<file path="src/rtl/tc_pkg.sv">
// ---------------------------------------------------------------------------
// tc_pkg
// Shared definitions for timer_counter: FSM state encoding, register word
// offsets (Addr[3:2]), CTRL bit positions and mode codes.
// ---------------------------------------------------------------------------
package tc_pkg;

    typedef enum logic [1:0] {
        ST_IDLE = 2'd0,
        ST_LOAD = 2'd1,
        ST_CNT  = 2'd2,
        ST_INT  = 2'd3
    } tc_state_e;

    // Word offsets decoded from Addr[3:2]
    localparam logic [1:0] OFF_CTRL   = 2'd0;
    localparam logic [1:0] OFF_PRESET = 2'd1;
    localparam logic [1:0] OFF_COUNT  = 2'd2;

    // CTRL register layout
    localparam int CTRL_W       = 4;
    localparam int CTRL_EN      = 0;
    localparam int CTRL_MODE_LO = 1;
    localparam int CTRL_MODE_HI = 2;
    localparam int CTRL_IM      = 3;

    // Mode codes; 2'b1x decodes as one-shot
    localparam logic [1:0] MODE_ONESHOT = 2'b00;
    localparam logic [1:0] MODE_RELOAD  = 2'b01;

endpackage

</file>
<file path="src/rtl/timer_counter.sv">
// ---------------------------------------------------------------------------
// timer_counter
// Memory-mapped 32-bit down-counting timer with level interrupt.
//
// Ports:
//   clk      in   system clock, rising edge
//   reset_n  in   asynchronous active-low reset
//   Addr     in   byte address, only Addr[3:2] decoded
//   WE       in   word write enable
//   Din      in   write data
//   Dout     out  read data, combinational from registers
//   IRQ      out  interrupt request (CTRL.IM & irq_flag)
//
// Register map (Addr[3:2]): 0 CTRL, 1 PRESET, 2 COUNT (RO), 3 reserved (RAZ/WI)
//
// Configuration macro: TC_AUTORELOAD_EN
//   defined   - mode 01 reloads from PRESET after each interrupt
//   undefined - every mode behaves as one-shot
// ---------------------------------------------------------------------------
module timer_counter
    import tc_pkg::*;
#(
    parameter logic [31:0] RESET_PRESET = 32'h0
) (
    input  logic        clk,
    input  logic        reset_n,
    input  logic [31:0] Addr,
    input  logic        WE,
    input  logic [31:0] Din,
    output logic [31:0] Dout,
    output logic        IRQ
);

    tc_state_e          r_state, w_state_nxt;
    logic [CTRL_W-1:0]  r_ctrl,  w_ctrl_nxt;
    logic [31:0]        r_preset;
    logic [31:0]        r_count, w_count_nxt;
    logic               r_flag,  w_flag_nxt;

    logic [1:0]         w_off;
    logic               w_wr_ctrl;
    logic               w_wr_pre;
    logic               w_en_cnt;
    logic               w_unused;

    assign w_off     = Addr[3:2];
    assign w_wr_ctrl = WE && (w_off == OFF_CTRL);
    assign w_wr_pre  = WE && (w_off == OFF_PRESET);
    assign w_unused  = ^{Addr[31:4], Addr[1:0]};

    // A disabling CTRL write freezes COUNT at the value visible during the
    // write cycle, so the counting state looks at the incoming Enable bit.
    assign w_en_cnt  = w_wr_ctrl ? Din[CTRL_EN] : r_ctrl[CTRL_EN];

    // ---------------- state register ----------------
    always_ff @(posedge clk or negedge reset_n) begin
        if (!reset_n) begin
            r_state  <= ST_IDLE;
            r_ctrl   <= '0;
            r_preset <= RESET_PRESET;
            r_count  <= '0;
            r_flag   <= 1'b0;
        end else begin
            r_state  <= w_state_nxt;
            r_ctrl   <= w_ctrl_nxt;
            r_count  <= w_count_nxt;
            r_flag   <= w_flag_nxt;
            if (w_wr_pre)
                r_preset <= Din;
        end
    end

    // ---------------- next state / datapath ----------------
    always_comb begin
        w_state_nxt = r_state;
        w_count_nxt = r_count;
        // Any CTRL write clears a held interrupt; FSM actions below override.
        w_ctrl_nxt  = w_wr_ctrl ? Din[CTRL_W-1:0] : r_ctrl;
        w_flag_nxt  = w_wr_ctrl ? 1'b0 : r_flag;

        unique case (r_state)
            ST_IDLE: begin
                if (r_ctrl[CTRL_EN])
                    w_state_nxt = ST_LOAD;
            end
            ST_LOAD: begin
                w_count_nxt = r_preset;
                w_state_nxt = ST_CNT;
            end
            ST_CNT: begin
                if (!w_en_cnt) begin
                    w_state_nxt = ST_IDLE;
                end else if (r_count <= 32'd1) begin
                    // PRESET of 0 or 1 both expire after a single CNT cycle
                    w_count_nxt = '0;
                    w_flag_nxt  = 1'b1;
                    w_state_nxt = ST_INT;
                end else begin
                    w_count_nxt = r_count - 32'd1;
                end
            end
            ST_INT: begin
`ifdef TC_AUTORELOAD_EN
                if (r_ctrl[CTRL_MODE_HI:CTRL_MODE_LO] == MODE_RELOAD) begin
                    w_flag_nxt  = 1'b0;
                    w_state_nxt = ST_LOAD;
                end else begin
                    // A simultaneous bus write to CTRL takes precedence
                    if (!w_wr_ctrl)
                        w_ctrl_nxt[CTRL_EN] = 1'b0;
                    w_state_nxt = ST_IDLE;
                end
`else
                if (!w_wr_ctrl)
                    w_ctrl_nxt[CTRL_EN] = 1'b0;
                w_state_nxt = ST_IDLE;
`endif
            end
            default: w_state_nxt = ST_IDLE;
        endcase
    end

    // ---------------- read mux / outputs ----------------
    always_comb begin
        Dout = '0;
        unique case (w_off)
            OFF_CTRL:   Dout = {{(32-CTRL_W){1'b0}}, r_ctrl};
            OFF_PRESET: Dout = r_preset;
            OFF_COUNT:  Dout = r_count;
            default:    Dout = '0;
        endcase
    end

    assign IRQ = r_ctrl[CTRL_IM] & r_flag;

endmodule
</file>
<file path="config.mk">
export PLATFORM = sky130hd
export DESIGN_NAME = timer_counter
export DESIGN_NICKNAME = d
export VERILOG_FILES = /design/src/rtl/tc_pkg.sv /design/src/rtl/timer_counter.sv
export SDC_FILE = /design/constraint.sdc
export NUM_CORES = 1
export LEC_CHECK = 0
export CAP_MARGIN = 10
export CORE_MARGIN = 2
export CORE_UTILIZATION = 40
export DETAILED_ROUTE_END_ITERATION = 12
export GPL_ROUTABILITY_DRIVEN = 0
export PLACE_DENSITY_LB_ADDON = 0.1
export SYNTH_ARGS = -nofsm -noshare
export SYNTH_HDL_FRONTEND = slang
export SYNTH_SLANG_ARGS = --single-unit
</file>
<file path="constraint.sdc">
create_clock -name clk -period 5.83 [get_ports clk]
set_input_delay 0.583 -clock clk [delete_from_list [all_inputs] [get_ports clk]]
set_output_delay 0.583 -clock clk [all_outputs]
set_load 0.02 [all_outputs]
</file>
==> results of run 1 <==
==> final timing paths <==
path	startpoint	end	slack [ps]	cells past startpoint
max	Addr[3]	r_count[28]$_DFFE_PN0P_	2440	9
min	reset_n	r_ctrl[3]$_DFFE_PN0P_	450	2
max reg2reg	r_count[7]$_DFFE_PN0P_	r_count[14]$_DFFE_PN0P_	3040	6
min reg2reg	r_preset[12]$_DFFE_PN0P_	r_count[12]$_DFFE_PN0P_	500	2
max in group asynchronous	reset_n	r_count[20]$_DFFE_PN0P_	4790	2
min in group clk	r_preset[12]$_DFFE_PN0P_	r_count[12]$_DFFE_PN0P_	500	2
==> power groups by stage <==
stage          Sequential [mW]  Combinational [mW]  Clock, mW
2_1_floorplan            0.822               0.615          0
4_1_cts                  0.900               0.844      0.375
6_report                 0.910               0.842      0.366
3_5_place_dp             0.910               0.840          0
3_3_place_gp             0.905               0.826          0
5_1_grt                  0.941               0.939      0.400
==> per-stage QoR <==
stage | hold slack (ps) | worst slack [ps] | total power [mW]
2_1_floorplan | 287 | 3480 | 1.44
3_3_place_gp | 480 | 2080 | 1.73
3_5_place_dp | 487 | 2110 | 1.75
4_1_cts | 501 | 2440 | 2.12
5_1_grt | 537 | 2200 | 2.28
6_report | 454 | 2440 | 2.12
==> registers in the layout, summed over array words and instances (netlist names) <==
register / cells
r_state: 2
r_count: 32
r_ctrl: 4
r_preset: 32
r_flag: 1
==> layout by cell type, fill, tap and decap left out, types with 3 or more instances in the layout <==
cell             instances
clkdlybuf4s50_1         68
mux2i_1                  7
clkbuf_8                11
inv_1                    4
a31oi_1                  5
a22oi_1                  7
buf_4                    6
o311ai_0                 7
nor4_2                   4
o31ai_1                  5
nand3b_1                 3
o211ai_1                 8
a22o_1                  29
nor4_1                   6
nor2b_2                  3
nor2_1                  25
o21ai_0                 22
mux2_2                  36
nor3_1                   6
o22ai_1                  5
nand2b_1                 3
nand4_1                  4
nand3_1                 13
or3_1                    5
a21oi_1                 15
dfrtp_1                 71
nand2_1                 45
==> layout make-up <==
type	count	area [um2]	share of cell area, %
Tap cell	133	166	3.34
Clock inverter	3	17.5	0.352
Timing Repair Buffer	75	731	14.7
Sequential cell	71	1780	35.7
Clock buffer	13	159	3.19
Multi-Input combinational cell	300	2110	42.4
Inverter	5	18.8	0.377
==> worst register-to-register path: stages, from the launching register on <==
cell and delay (ps):
dfrtp_1 450, nor4_2 470, nand4b_2 360, nor4_2 590
nor2_1 220, and3_1 220, or3_1 360
==> routing by layer <==
layer	up-vias	wire length (um)	share of wire [%]
met1	1733	5390	48
met4	0	171	1.5
met5	-	0	0
met2	103	5010	45
met3	16	591	5.3
li1	1653	-	-
==> cell families after synthesis <==
logic type / count (synthesis) / synth area share, %
adders and majority gates: 2 / 0.629
AOI/OAI and AO/OA: 123 / 22.6
muxes: 43 / 11.9
DFF: 71 / 44.6
and+or+nand+nor: 132 / 17.6
buffers and inverters: 26 / 2.58
==> out/summary.txt, run 1 <==
Status = finished, final reports clean
Detailed-route DRC error count = 0
Worst Tran Pin Value = 922 ps
Commonest cells in the netlist = dfrtp_1, nand2_1, mux2_2
Primary FF master, synth = dfrtp_1
Crit path kind = primary input to register
FF+latch count, synth = 71
MaxCap Viol Count = 0
Internal = 1.23 mW
Port Buffers = 69
Max incr delay on CP = 620 ps
Largest net degree at the start of global routing = 72
Asr flop ratio synth = 100%
RSZ-0062 raised after global routing = no
Top-count cell post-synth = dfrtp_1
CTS tree = done
Buf/Inv on CP = 2
Wire length of the first global-routing pass = 18,500 um
Total Wirelength = 11,200 um
Family with the most delay on the worst path = simple AND/OR/NAND/NOR gates
Row count = 36
Leak Pwr = 1.93 nW
Vias per cell = 5.84
GR peak layer = met2
Mean area per synthesized cell = 10.0 um2
Reg power frac = 43.0%
Initial DRT Pass Iterations = 5
Total gr overflow = 0
Clk buf depth = 2
Worst path required time = 6070 ps
Fin. Hold Viols = 0
Core Footprint = 0.00973 mm2
GR Util met3 = 4.09%
Clock network power share = 17.3%
Achievable Freq = 0.295 GHz
CTS root buffer = clkbuf_8
Clk_lat worst skew = 350 ps
FILL cells = 918
Inserted Clock Buffers = 9
Share of cells above drive strength 1 = 15.6%
Placed Cells = 584
Slowest cell on crit path = clkdlybuf4s50_1
Sequential share of the synthesized area = 44.6%
Setup TNS Final = 0 ps
Final ANT Viol Nets = 0
Clock sinks = 71
Worst Path Max Fanout = 10
Syn-to-layout area delta = 25.1%
Netlist cell types = 56
CP endpoint kind = register
Ys Warns = 0
M2 GR Usage = 32.4%
Initial antenna violation count = 0
Placed instance area = 0.00480 mm2
Post-synth EDFFs = 0
Synth area leader = dfrtp_1
PD cells = 426 mW/mm2
Die Y = 104 um
GRT Resource Usage Total = 21.3%
Hold-fix buffers at CTS = 0
Die ar. = 0.0108 mm2
Final Non-Filler Cells = 600
Max IR drop VDD = 0.148 mV
Sw frac = 41.8%
# nets final = 531
Fin area = 0.00498 mm2
Vias post-DR = 3,505
Clock transition at the registers of the reported paths = 70 ps
Combinational power share = 39.7%
Post-CTS Setup Bufs = 0
Starting Density = 40.9%
Top cells by area, synth = dfrtp_1, mux2_2, a22o_1
Utilization after layout = 51.2%
Number of global-route vias before repair = 3,484
I/O Pins = 100
GR Util met1 = 30.6%
Final critical-path required period = 3390 ps
Skew final = 16.5 ps
Syn_nets = 466
Synth top area share = 44.6%
Fin crit share = 58.2%
CP Cell Sequence = clkdlybuf4s50_1 > nor3b_4 > mux2i_1 > nor2_1 > nor2_2 > clkinv_1 > o21ai_0 > a22oi_1 > o31ai_1
Inserted Diodes = 0
Dpl hpwl = 7300 um
Drt first-iter violations = 166
Synthesized area = 0.00398 mm2
Pins Over Slew Limit = 0
Crit path DAT = 3630 ps
Count of final setup violators = 0
Worst hold path type = primary input to asynchronous set/reset pin
Die W = 104 um
Max_slew headroom = 38.5%
Sw Pwr = 0.886 mW
Wire per inst = 18.6 um
Startpoint types = primary input
Post-Synthesis Cells = 397
H-tree depth = 3
Post-cts sizing count = 0
Power figures use the tool's default switching activity.
==> run 2: changes to the inputs <==
Clock period 5.83 ns to 3 ns, I/O delays scaled along.
==> out/summary.txt, run 2 (synthesis results as in run 1) <==
Status = finished, final reports clean
Max IR drop VDD = 0.285 mV
Max incr delay on CP = 600 ps
Initial DRT Pass Iterations = 5
Leak Pwr = 2.03 nW
Utilization after layout = 52.8%
Inserted Diodes = 0
Largest net degree at the start of global routing = 42
Most common cell after layout, fill and taps aside = dfrtp_1
Syn-to-layout area delta = 29.0%
Total Wirelength = 11,200 um
Fin crit share = 86.0%
Die Y = 104 um
H-tree depth = 3
Final Non-Filler Cells = 615
Post-cts sizing count = 0
MaxCap Viol Count = 0
Worst path required time = 2700 ps
PnR worst setup slack = 421 ps
# nets final = 546
Commonest cells after routing, fill and taps aside = dfrtp_1, clkdlybuf4s50_1, nand2_1, mux2_2, a22o_1
CP endpoint kind = output port
Sw frac = 40.6%
Final critical-path required period = 2580 ps
Met1 wire length = 5420 um
Achievable Freq = 0.388 GHz
Setup TNS Final = 0 ps
Vias post-DR = 3,554
Family with the most delay on the worst path = buffers and inverters
Wire per inst = 18.3 um
Fin. Hold Viols = 0
Clk buf depth = 2
Max_slew headroom = 51.0%
Share of cells above drive strength 1 = 18.5%
Top Registers = r_count: 32 flops, r_preset: 32 flops, r_ctrl: 4 flops
Pins Over Slew Limit = 0
Combinational power share = 39.3%
Worst Tran Pin Value = 736 ps
Post-CTS Setup Bufs = 0
Dpl hpwl = 7830 um
Detail Route met2 WL = 5010 um
Slowest cell on crit path = clkdlybuf4s50_1
Worst hold path type = primary input to asynchronous set/reset pin
Initial antenna violation count = 0
Sw Pwr = 1.73 mW
Hold-fix buffers at CTS = 0
Die ar. = 0.0108 mm2
Drt first-iter violations = 165
Core Footprint = 0.00973 mm2
Uppermost routed layer = met4
Pre-CTS WS = 429 ps
CTS root buffer = clkbuf_8
Die W = 104 um
RSZ-0062 raised after global routing = no
Wire length of the first global-routing pass = 18,500 um
Startpoint types = primary input
Sequential Area = 0.00178 mm2
Clock sinks = 71
Total power = 4.28 mW
CTS tree = done
FILL cells = 927
Port Buffers = 69
Placed Cells = 599
Number of global-route vias before repair = 3,566
Detailed-route DRC error count = 0
Starting Density = 40.9%
Crit path DAT = 2280 ps
Row count = 36
Total gr overflow = 0
CP Cell Sequence = clkdlybuf4s50_1 > buf_4 > nor2b_2 > buf_4 > a22o_1 > clkdlybuf4s50_1
Internal = 2.54 mW
Clock network power share = 19.4%
Clock transition at the registers of the reported paths = 80 ps
PD cells = 833 mW/mm2
Crit path kind = primary input to output port
Buf/Inv on CP = 4
I/O Pins = 100
Count of final setup violators = 0
Inserted Clock Buffers = 9
Clk_lat worst skew = 350 ps
Area of the multi-input gates = 0.00211 mm2
Vias per cell = 5.78
Worst Path Max Fanout = 15
Final ANT Viol Nets = 0
Reg power frac = 41.4%
GRT Resource Usage Total = 21.4%
DR WL met3 = 651 um
Skew final = 9.69 ps
-- run 2: cell type report --
class                   instances  share of cell area [%]
clock buffers                  13                    3.29
clock inverters                 3                   0.780
inverters                       5                   0.365
multi-input cells             300                    41.1
flip-flops and latches         71                    34.6
well taps                     133                    3.24
repair buffers                 90                    16.7
-- run 2: routing by layer --
metal  GRT usage (%)  vias to the layer above
met5               0                        -
li1                -                     1690
met1            30.7                     1744
met2            32.7                      104
met3            3.27                       16
met4            7.92                        0
-- run 2: path summary, 6_finish.rpt --
kind / from / to / slack (ps) / depth (start not counted)
min reg2reg: r_preset[12]$_DFFE_PN0P_ / r_count[12]$_DFFE_PN0P_ / 500 / 2
max: Addr[3] / Dout[22] / 420 / 6
min: reset_n / r_preset[0]$_DFFE_PN0P_ / 4 / 1
max in group asynchronous: reset_n / r_preset[8]$_DFFE_PN0P_ / 2310 / 2
max reg2reg: r_count[0]$_DFFE_PN0P_ / r_count[14]$_DFFE_PN0P_ / 450 / 7
min in group clk: r_preset[12]$_DFFE_PN0P_ / r_count[12]$_DFFE_PN0P_ / 500 / 2
-- run 2: per-stage QoR --
| stage | hold WS [ps] | instance area [um2] |
|---|---|---|
| after floorplan | 4.41 | 3980 |
| after global placement | 407 | 4930 |
| after detailed placement | 402 | 4930 |
| after CTS | 24.5 | 5130 |
| after global routing | 60.6 | 5130 |
| final | 4.50 | 5130 |
-- run 2: power groups by stage --
stage | clock network [mW] | registers, mW | logic, mW
global placement | 0 | 1.76 | 1.65
finish | 0.828 | 1.77 | 1.68
detailed placement | 0 | 1.78 | 1.68
CTS | 0.844 | 1.76 | 1.69
floorplan | 0 | 1.60 | 1.19
global route | 0.883 | 1.83 | 1.86
-- run 2: worst reg2reg max path: cells and delay by family, from the launching register on --
family / cells / cell delay, ps
buf+inv: 1 / 150
flops: 1 / 450
simple gates: 5 / 1560
fa+ha+maj: 1 / 280
